**src/rtl/noc_link_arbiter.sv**
```systemverilog
// Round-robin, packet-locked arbiter sharing one NoC link among NUM_REQ flit sources.
// Grant is held until the last flit (or MAX_FLITS) is accepted; output is a registered stage.
module noc_link_arbiter #(
  parameter int NUM_REQ   = 4,
  parameter int DATA_W    = 16,
  parameter int MAX_FLITS = 16,
  localparam int GW = $clog2(NUM_REQ),
  localparam int CW = $clog2(MAX_FLITS + 1)
) (
  input  logic                      ACLK,
  input  logic                      ARESET,
  input  logic [NUM_REQ-1:0]        req_valid,
  input  logic [NUM_REQ*DATA_W-1:0] req_data,
  input  logic [NUM_REQ-1:0]        req_last,
  output logic [NUM_REQ-1:0]        req_ready,
  output logic [DATA_W-1:0]         net_data_out,
  output logic                      net_valid_out,
  output logic                      net_last_out,
  input  logic                      net_ready_in,
  output logic [GW-1:0]             grant_id,
  output logic                      busy,
  output logic                      err_overlen
);

  localparam logic IDLE = 1'b0;
  localparam logic LOCK = 1'b1;

  logic              r_state;
  logic [GW-1:0]     r_rr_ptr;
  logic [GW-1:0]     r_grant;
  logic [CW-1:0]     r_cnt;
  logic [DATA_W-1:0] r_data;
  logic              r_valid;
  logic              r_last;
  logic              r_err;

  logic              w_slot_free;
  logic              w_sel_valid;
  logic              w_sel_last;
  logic [DATA_W-1:0] w_sel_data;
  logic              w_acc;
  logic              w_max_hit;
  logic              w_rel;
  logic              w_win_found;
  logic [GW-1:0]     w_win_idx;

  assign w_slot_free = !r_valid || net_ready_in;
  assign w_sel_valid = req_valid[r_grant];
  assign w_sel_last  = req_last[r_grant];
  assign w_sel_data  = req_data[r_grant*DATA_W +: DATA_W];
  assign w_acc       = (r_state == LOCK) && w_slot_free && w_sel_valid;
  assign w_max_hit   = (r_cnt == CW'(MAX_FLITS - 1));
  assign w_rel       = w_sel_last || w_max_hit;

  // First requester at or after rr_ptr, searching upward with wrap.
  always_comb begin
    w_win_found = 1'b0;
    w_win_idx   = '0;
    for (int k = 0; k < NUM_REQ; k++) begin
      if (!w_win_found && req_valid[(int'(r_rr_ptr) + k) % NUM_REQ]) begin
        w_win_found = 1'b1;
        w_win_idx   = GW'((int'(r_rr_ptr) + k) % NUM_REQ);
      end
    end
  end

  for (genvar i = 0; i < NUM_REQ; i++) begin : g_ready
    assign req_ready[i] = (r_state == LOCK) && w_slot_free && (r_grant == GW'(i));
  end

  always_ff @(posedge ACLK) begin
    if (ARESET) begin
      r_state  <= IDLE;
      r_rr_ptr <= '0;
      r_grant  <= '0;
      r_cnt    <= '0;
      r_data   <= '0;
      r_valid  <= 1'b0;
      r_last   <= 1'b0;
      r_err    <= 1'b0;
    end else begin
      r_err <= 1'b0;
      if (w_acc) begin
        r_data  <= w_sel_data;
        r_valid <= 1'b1;
        r_last  <= w_rel;
        r_cnt   <= r_cnt + CW'(1);
        if (w_rel) begin
          r_state  <= IDLE;
          r_rr_ptr <= GW'((int'(r_grant) + 1) % NUM_REQ);
          r_err    <= !w_sel_last;
        end
      end else if (r_valid && net_ready_in) begin
        r_valid <= 1'b0;
      end
      // Arbitration only in IDLE; acceptance only in LOCK, so the two never collide.
      if (r_state == IDLE && w_win_found) begin
        r_state <= LOCK;
        r_grant <= w_win_idx;
        r_cnt   <= '0;
      end
    end
  end

  assign net_data_out  = r_data;
  assign net_valid_out = r_valid;
  assign net_last_out  = r_last;
  assign grant_id      = r_grant;
  assign busy          = (r_state == LOCK);
  assign err_overlen   = r_err;

endmodule
```
**config.mk**
```make
export PLATFORM = sky130hd
export DESIGN_NAME = noc_link_arbiter
export DESIGN_NICKNAME = d
export VERILOG_FILES = /design/src/rtl/noc_link_arbiter.sv
export SDC_FILE = /design/constraint.sdc
export NUM_CORES = 1
export LEC_CHECK = 0
export BUFFER_PORTS_ARGS = -buffer_cell sky130_fd_sc_hd__buf_4
export CELL_PAD_IN_SITES_DETAIL_PLACEMENT = 0
export CELL_PAD_IN_SITES_GLOBAL_PLACEMENT = 1
export CORE_ASPECT_RATIO = 1.5
export CORE_MARGIN = 3
export CORE_UTILIZATION = 30
export DETAILED_ROUTE_END_ITERATION = 16
export GPL_TIMING_DRIVEN = 0
export PLACE_DENSITY = 0.74
export SLEW_MARGIN = 20
export SYNTH_ARGS = -nofsm -noshare
export SYNTH_HDL_FRONTEND = slang
export SYNTH_SLANG_ARGS = --single-unit
```
**constraint.sdc**
```tcl
create_clock -name ACLK -period 2.8 [get_ports ACLK]
set_input_delay 0.56 -clock ACLK [delete_from_list [all_inputs] [get_ports ACLK]]
set_output_delay 0.56 -clock ACLK [all_outputs]
set_load 0.02 [all_outputs]
```
==> results of run 1 <==
==> critical path: cells and delay by family, from the launching register on <==
family / cells / cell delay (ns)
buf+inv: 4 / 0.90
fa+ha+maj: 1 / 0.18
simple gates: 1 / 0.17
flops: 1 / 0.42
==> routing by layer <==
layer  GRT usage (%)  vias up  routed length [um]
met5               0        -                   0
met1            17.1      794                1880
met4            6.09        0                  87
li1                -      825                   -
met2            30.7       51                3030
met3            3.22        6                 284
==> layout by cell type (no fill, tap or decap), types with 4 or more instances in the layout <==
| master | count |
|---|---|
| buf_4 | 99 |
| nand2_1 | 37 |
| dfxtp_1 | 29 |
| a21oi_1 | 24 |
| mux4_2 | 10 |
| nor2_1 | 8 |
| mux4_1 | 8 |
| and3_1 | 7 |
| buf_2 | 6 |
| clkbuf_1 | 6 |
| ha_1 | 6 |
| clkbuf_8 | 5 |
| inv_1 | 4 |
==> layout make-up <==
class	count	area [um2]
fillers	538	2690
multi-input cells	122	1030
repair buffers	99	743
flip-flops and latches	29	581
well taps	68	85.1
clock buffers	8	80.1
plain buffers	12	61.3
inverters	4	15.0
==> Yosys cell counts (all sizes together), types with 2 or more instances <==
cell     instances  area [um2]
clkbuf           4        15.0
ha               6        75.1
inv              4        15.0
mux4            18         435
o2111ai          2        35.0
nand2b           2        12.5
nor2             8        30.0
buf              8        45.0
mux2i            2        20.0
nand4            2        12.5
nand2           37         139
o21ai            2        10.0
a21oi           24         120
xor2             2        17.5
dfxtp           29         581
and3             7        43.8
==> power by group <==
group / internal, uW / switching, uW / leakage (uW)
Combinational: 171 / 142 / 0.000877
Clock: 176 / 145 / 0.0000395
Sequential: 437 / 15.8 / 0.000236
Total: 784 / 303 / 0.00115
==> repair_timing <==
| action | in CTS | in global routing |
|---|---|---|
| hold buffers | 0 | 0 |
| gates resized for setup | 0 | 2 |
| endpoints found under the setup margin | 0 | 2 |
==> flip-flops by register name (all words and copies together), names as in the netlist <==
register       count
busy               1
err_overlen        1
grant_id           2
net_data_out      16
net_last_out       1
net_valid_out      1
r_cnt              5
r_rr_ptr           2
==> cells by family (layout without fill, tap and decap cells) <==
| family | count (synthesis) | after routing | share of synthesized area [%] |
|---|---|---|---|
| AOI/OAI and AO/OA | 32 | 32 | 11.9 |
| DFF | 29 | 29 | 34.3 |
| xor gates and xnor gates | 3 | 3 | 1.55 |
| muxes | 21 | 21 | 27.6 |
| adders and majority gates | 6 | 6 | 4.44 |
| buffers and inverters | 16 | 123 | 4.44 |
| and+or+nand+nor | 60 | 60 | 15.7 |
==> metrics by stage <==
stage	worst slack, ns	std cells	power, uW
floorplan	0.724	167	626
global placement	0.332	334	776
detailed placement	0.332	334	779
CTS	0.0236	342	1100
global route	0.154	342	1140
finish	0.302	342	1090
==> worst max-delay path by stage <==
stage	startpoint	end	slack (ns)	depth (start not counted)
6_report	grant_id[1]$_SDFFE_PP0P_	req_ready[0]	0.30	6
5_1_grt	grant_id[0]$_SDFFE_PP0P_	req_ready[0]	0.15	6
4_1_cts	grant_id[1]$_SDFFE_PP0P_	req_ready[1]	0.02	6
3_5_place_dp	grant_id[1]$_SDFFE_PP0P_	req_ready[0]	0.33	6
3_3_place_gp	grant_id[1]$_SDFFE_PP0P_	req_ready[1]	0.33	6
2_1_floorplan	grant_id[1]$_SDFFE_PP0P_	req_ready[1]	0.72	5
==> results.yml, run 1 <==
clocking:
  clock-sinks: 29
  clk_path_buf_depth: 2
  clock_latency_ns: 0.27
  cts_made_buffers: 5
  h-tree-depth: 2
  postCtsSetupBuffers: 0
  clk_root_buffer_cell: "clkbuf_8"
  path_clk_slew_ns: 0.06
  cts_tree: "yes"
place:
  portBuffers: 99
  place_area_mm2: 0.00252
  dpl.hpwl_um: 4190
  place_congestion: 0.752
finish:
  drive_gt1_share_pct: 46.4
  fin_util_pct: 49.2
  design_area_mm2: 0.00260
  area_growth_pct: 53.8
  diodes: 0
  nets: 354
power:
  p_leak_uw: 0.00115
  power.density_mw_per_mm2: 418
  irDropWorstVdd_v: 0.000259
status:
  outcome: "complete, no violations"
yosys:
  synth_ff_type: "dfxtp_1"
  synth_seq_area_share_pct: 34.3
  ys_warn_count: 0
  ys_types: 30
  yosys_register_bits: 29
  syn_nets: 248
  synthArstFlopShare_pct: 0
  synthesis.area_mm2: 0.00169
  synth-edff-count: 0
  avgSynthCellArea_um2: 10.1
  synthCells: 167
die:
  die-area_mm2: 0.00659
  io_pins: 101
  initial_core_util_pct: 32.0
  die_width_um: 67.3
  core_area_mm2: 0.00529
  fp.dieH_um: 97.9
  rows: 32
drt:
  drc: 0
  drt-vias-per-instance: 4.90
  drt-total-wl_um: 5280
  drt_iter0_drc: 66
  dr.pass1.iters: 4
  wl_per_cell_um: 15.4
  vias: 1676
  ant_nets: 0
global_route:
  first_global_vias: 1696
  grt_overflow_total: 0
  antenna_found_initial: 0
  grt_use_total_pct: 16.3
  grt_pass1_wl_um: 8110
  grt_max_degree: 11
worst_setup_path:
  crit_path_end_kind: "output port"
  crit_required_ns: 2.24
  slowest_stage: "dfxtp_1"
  slowest_delay_ns: 0.42
  critPathArrivalTime_ns: 1.94
  cp_max_fo: 10
  path_class: "flip-flop to output port"
  r2r-end: "r_rr_ptr[1]$_SDFFE_PP0P_"
  r2r_setup_slack_ns: 0.89
  r2r-start: "grant_id[0]$_SDFFE_PP0P_"
  cp_cell_sequence: "clkbuf_2, buf_2, inv_1, ha_1, and3_1, buf_4"
  crit_path_start_kind: "flip-flop"
  reg2regPathDepth: 5
timing:
  finalHoldViolations: 0
  fmax_ghz: 0.400
  finalSetupViolations: 0
  fin_setup_tns_ns: 0
  fin_crit_sh_pct: 89.2
  drv_slew: 0
  worstMarginPinSlew_ns: 0.471
  fin_hold_ws_ns: 0.453
  finClkSkew_ns: 0.00281
  slew_headroom_pct: 68.3
  rsz0062_at_grt: "no"
  layout_min_cycle_time_ns: 2.50
hold_path:
  min_path_cells: 2
  hp-class: "flip-flop to flip-flop"
  min_from: "net_data_out[6]$_SDFFE_PP0P_"
  min_to: "net_data_out[6]$_SDFFE_PP0P_"
flow_run:
  drv_cap: 0
No activity file was read; power rests on OpenSTA's default activity.
==> run 2: changes to the inputs <==
- CELL_PAD_IN_SITES_DETAIL_PLACEMENT: 0 -> 1
- CORE_MARGIN: 3 -> 5
- CTS_CLUSTER_DIAMETER: not set -> 150
==> run 2 against run 1 <==
- non-clock buffer count unchanged
- fmax shrank 1.2%
- final cell count up 0.58%
- critical path depth did not move
- highest routed layer unchanged
- global-route usage down 0.77 points
- hold slack better by 0.0020 ns
==> results.yml, run 2 (synthesis gave the netlist of run 1 again) <==
worst_setup_path:
  path_class: "flip-flop to output port"
  r2r-start: "grant_id[0]$_SDFFE_PP0P_"
  reg2regPathDepth: 5
  crit_path_end: "req_ready[0]"
  slowest_stage: "dfxtp_1"
  critPathArrivalTime_ns: 1.97
  slowest_delay_ns: 0.46
  cp_max_fo: 10
  crit_path_start_kind: "flip-flop"
  r2r_setup_slack_ns: 0.87
  r2r-end: "r_cnt[1]$_SDFFE_PP0P_"
  crit_required_ns: 2.24
  crit_path_end_kind: "output port"
  cp_cell_sequence: "buf_6, buf_2, inv_1, ha_1, and3_1, buf_4"
  crit_start: "grant_id[0]$_SDFFE_PP0P_"
flow_run:
  drv_cap: 0
finish:
  nets: 354
  design_area_mm2: 0.00261
  drive_gt1_share_pct: 47.1
  area.sequential_um2: 581
  largest_reg_flops: 16
  nFillCells: 659
  layout_commonest_cell: "buf_4"
  area_growth_pct: 54.1
  fin_cells: 344
  final_cell_mix: "buf_4 (99), nand2_1 (37), dfxtp_1 (29)"
  diodes: 0
  multi_input_area_mm2: 0.00103
global_route:
  grt_pass1_wl_um: 8720
  first_global_vias: 1832
  grt-busiest-layer: "met2"
  grt_use_met3_pct: 3.94
  grt_overflow_total: 0
  grt_use_total_pct: 15.6
  antenna_found_initial: 0
  grt_max_degree: 11
  use_met2_pct: 29.0
  grt_use_met1_pct: 16.4
die:
  io_pins: 101
  die_width_um: 71.3
  core_area_mm2: 0.00549
  fp.dieH_um: 102
  rows: 33
  die-area_mm2: 0.00727
  initial_core_util_pct: 30.8
timing:
  worstMarginPinSlew_ns: 0.489
  slew_headroom_pct: 67.4
  rsz0062_at_grt: "no"
  fmax_ghz: 0.396
  fin_crit_sh_pct: 90.2
  layout_min_cycle_time_ns: 2.53
  drv_slew: 0
  finalSetupViolations: 0
  finalHoldViolations: 0
  finClkSkew_ns: 0.00729
  fin_setup_tns_ns: 0
drt:
  drt-total-wl_um: 5690
  drc: 0
  drt-vias-per-instance: 5.03
  ant_nets: 0
  wl_per_cell_um: 16.5
  dr.pass1.iters: 4
  vias: 1730
  drt_iter0_drc: 36
clocking:
  clk_path_buf_depth: 2
  cts_tree: "yes"
  path_clk_slew_ns: 0.06
  postCtsSetupBuffers: 0
  cts_made_buffers: 5
  h-tree-depth: 2
  cts_hold_buffers: 0
  clock-sinks: 29
  clock_latency_ns: 0.28
  clk_root_buffer_cell: "clkbuf_8"
power:
  irDropWorstVdd_v: 0.000253
  p_leak_uw: 0.00116
  power.density_mw_per_mm2: 421
status:
  outcome: "complete, no violations"
place:
  dpl.hpwl_um: 4540
  place_congestion: 0.735
  portBuffers: 99
  place_area_mm2: 0.00252
  placed_cells: 336
hold_path:
  hp-class: "flip-flop to flip-flop"
## run 2: changes by cell type in the layout (fill, tap and decap cells not counted), sizes merged
cell,change
clkbuf,-2
clkinv,+2
## run 2: final cells by class
cell class                      count  share of cell area, %
Buffer                             12                   2.35
Clock buffer                        6                   2.79
Clock inverter                      2                  0.384
Inverter                            4                  0.576
Multi-Input combinational cell    122                   39.7
Sequential cell                    29                   22.3
Tap cell                           70                   3.36
Timing Repair Buffer               99                   28.5
## run 2: what timing repair did
action / 4_1_cts / 5_1_grt
hold endpoints to repair: 0 / 0
endpoints found under the setup margin: 0 / 2
gates resized for setup: 0 / 2
## run 2: per-layer routing
metal,vias up,part of all wire (%)
met1,837,35
met4,0,1.7
met5,-,0
met3,6,6.6
met2,66,57
li1,821,-
## run 2: how the worst min path moves through the flow
stage	startpoint	endpoint	slack (ns)	depth (start not counted)
2_1_floorplan	r_cnt[1]$_SDFFE_PP0P_	r_cnt[1]$_SDFFE_PP0P_	0.45	2
3_3_place_gp	net_data_out[2]$_SDFFE_PP0P_	net_data_out[2]$_SDFFE_PP0P_	0.44	2
3_5_place_dp	net_data_out[4]$_SDFFE_PP0P_	net_data_out[4]$_SDFFE_PP0P_	0.45	2
4_1_cts	net_data_out[4]$_SDFFE_PP0P_	net_data_out[4]$_SDFFE_PP0P_	0.46	2
5_1_grt	net_data_out[11]$_SDFFE_PP0P_	net_data_out[11]$_SDFFE_PP0P_	0.48	2
6_report	net_data_out[3]$_SDFFE_PP0P_	net_data_out[3]$_SDFFE_PP0P_	0.45	2
## run 2: power breakdown
group | internal, uW | switching, uW | leakage (uW) | total (uW)
combinational | 171 | 143 | 0.000877 | 314
sequential | 437 | 16.3 | 0.000236 | 453
clock | 172 | 158 | 0.0000450 | 330
total | 779 | 318 | 0.00116 | 1100
## run 2: worst max-delay path: cells and delay by family, from the launching register on
kind / cells / cell delay [ns]
flops: 1 / 0.46
fa+ha+maj: 1 / 0.21
simple gates: 1 / 0.18
buf+inv: 4 / 0.84
## run 2: metrics by stage
stage / hold slack [ns] / power [uW] / util (%) / setup slack (ns)
after global routing: 0.479 / 1160 / 47.4 / 0.0904
after CTS: 0.458 / 1120 / 47.4 / 0.0141
after global placement: 0.443 / 774 / 45.9 / 0.331
after floorplan: 0.449 / 626 / - / 0.724
after detailed placement: 0.449 / 780 / 45.9 / 0.340
final: 0.455 / 1100 / 47.4 / 0.273
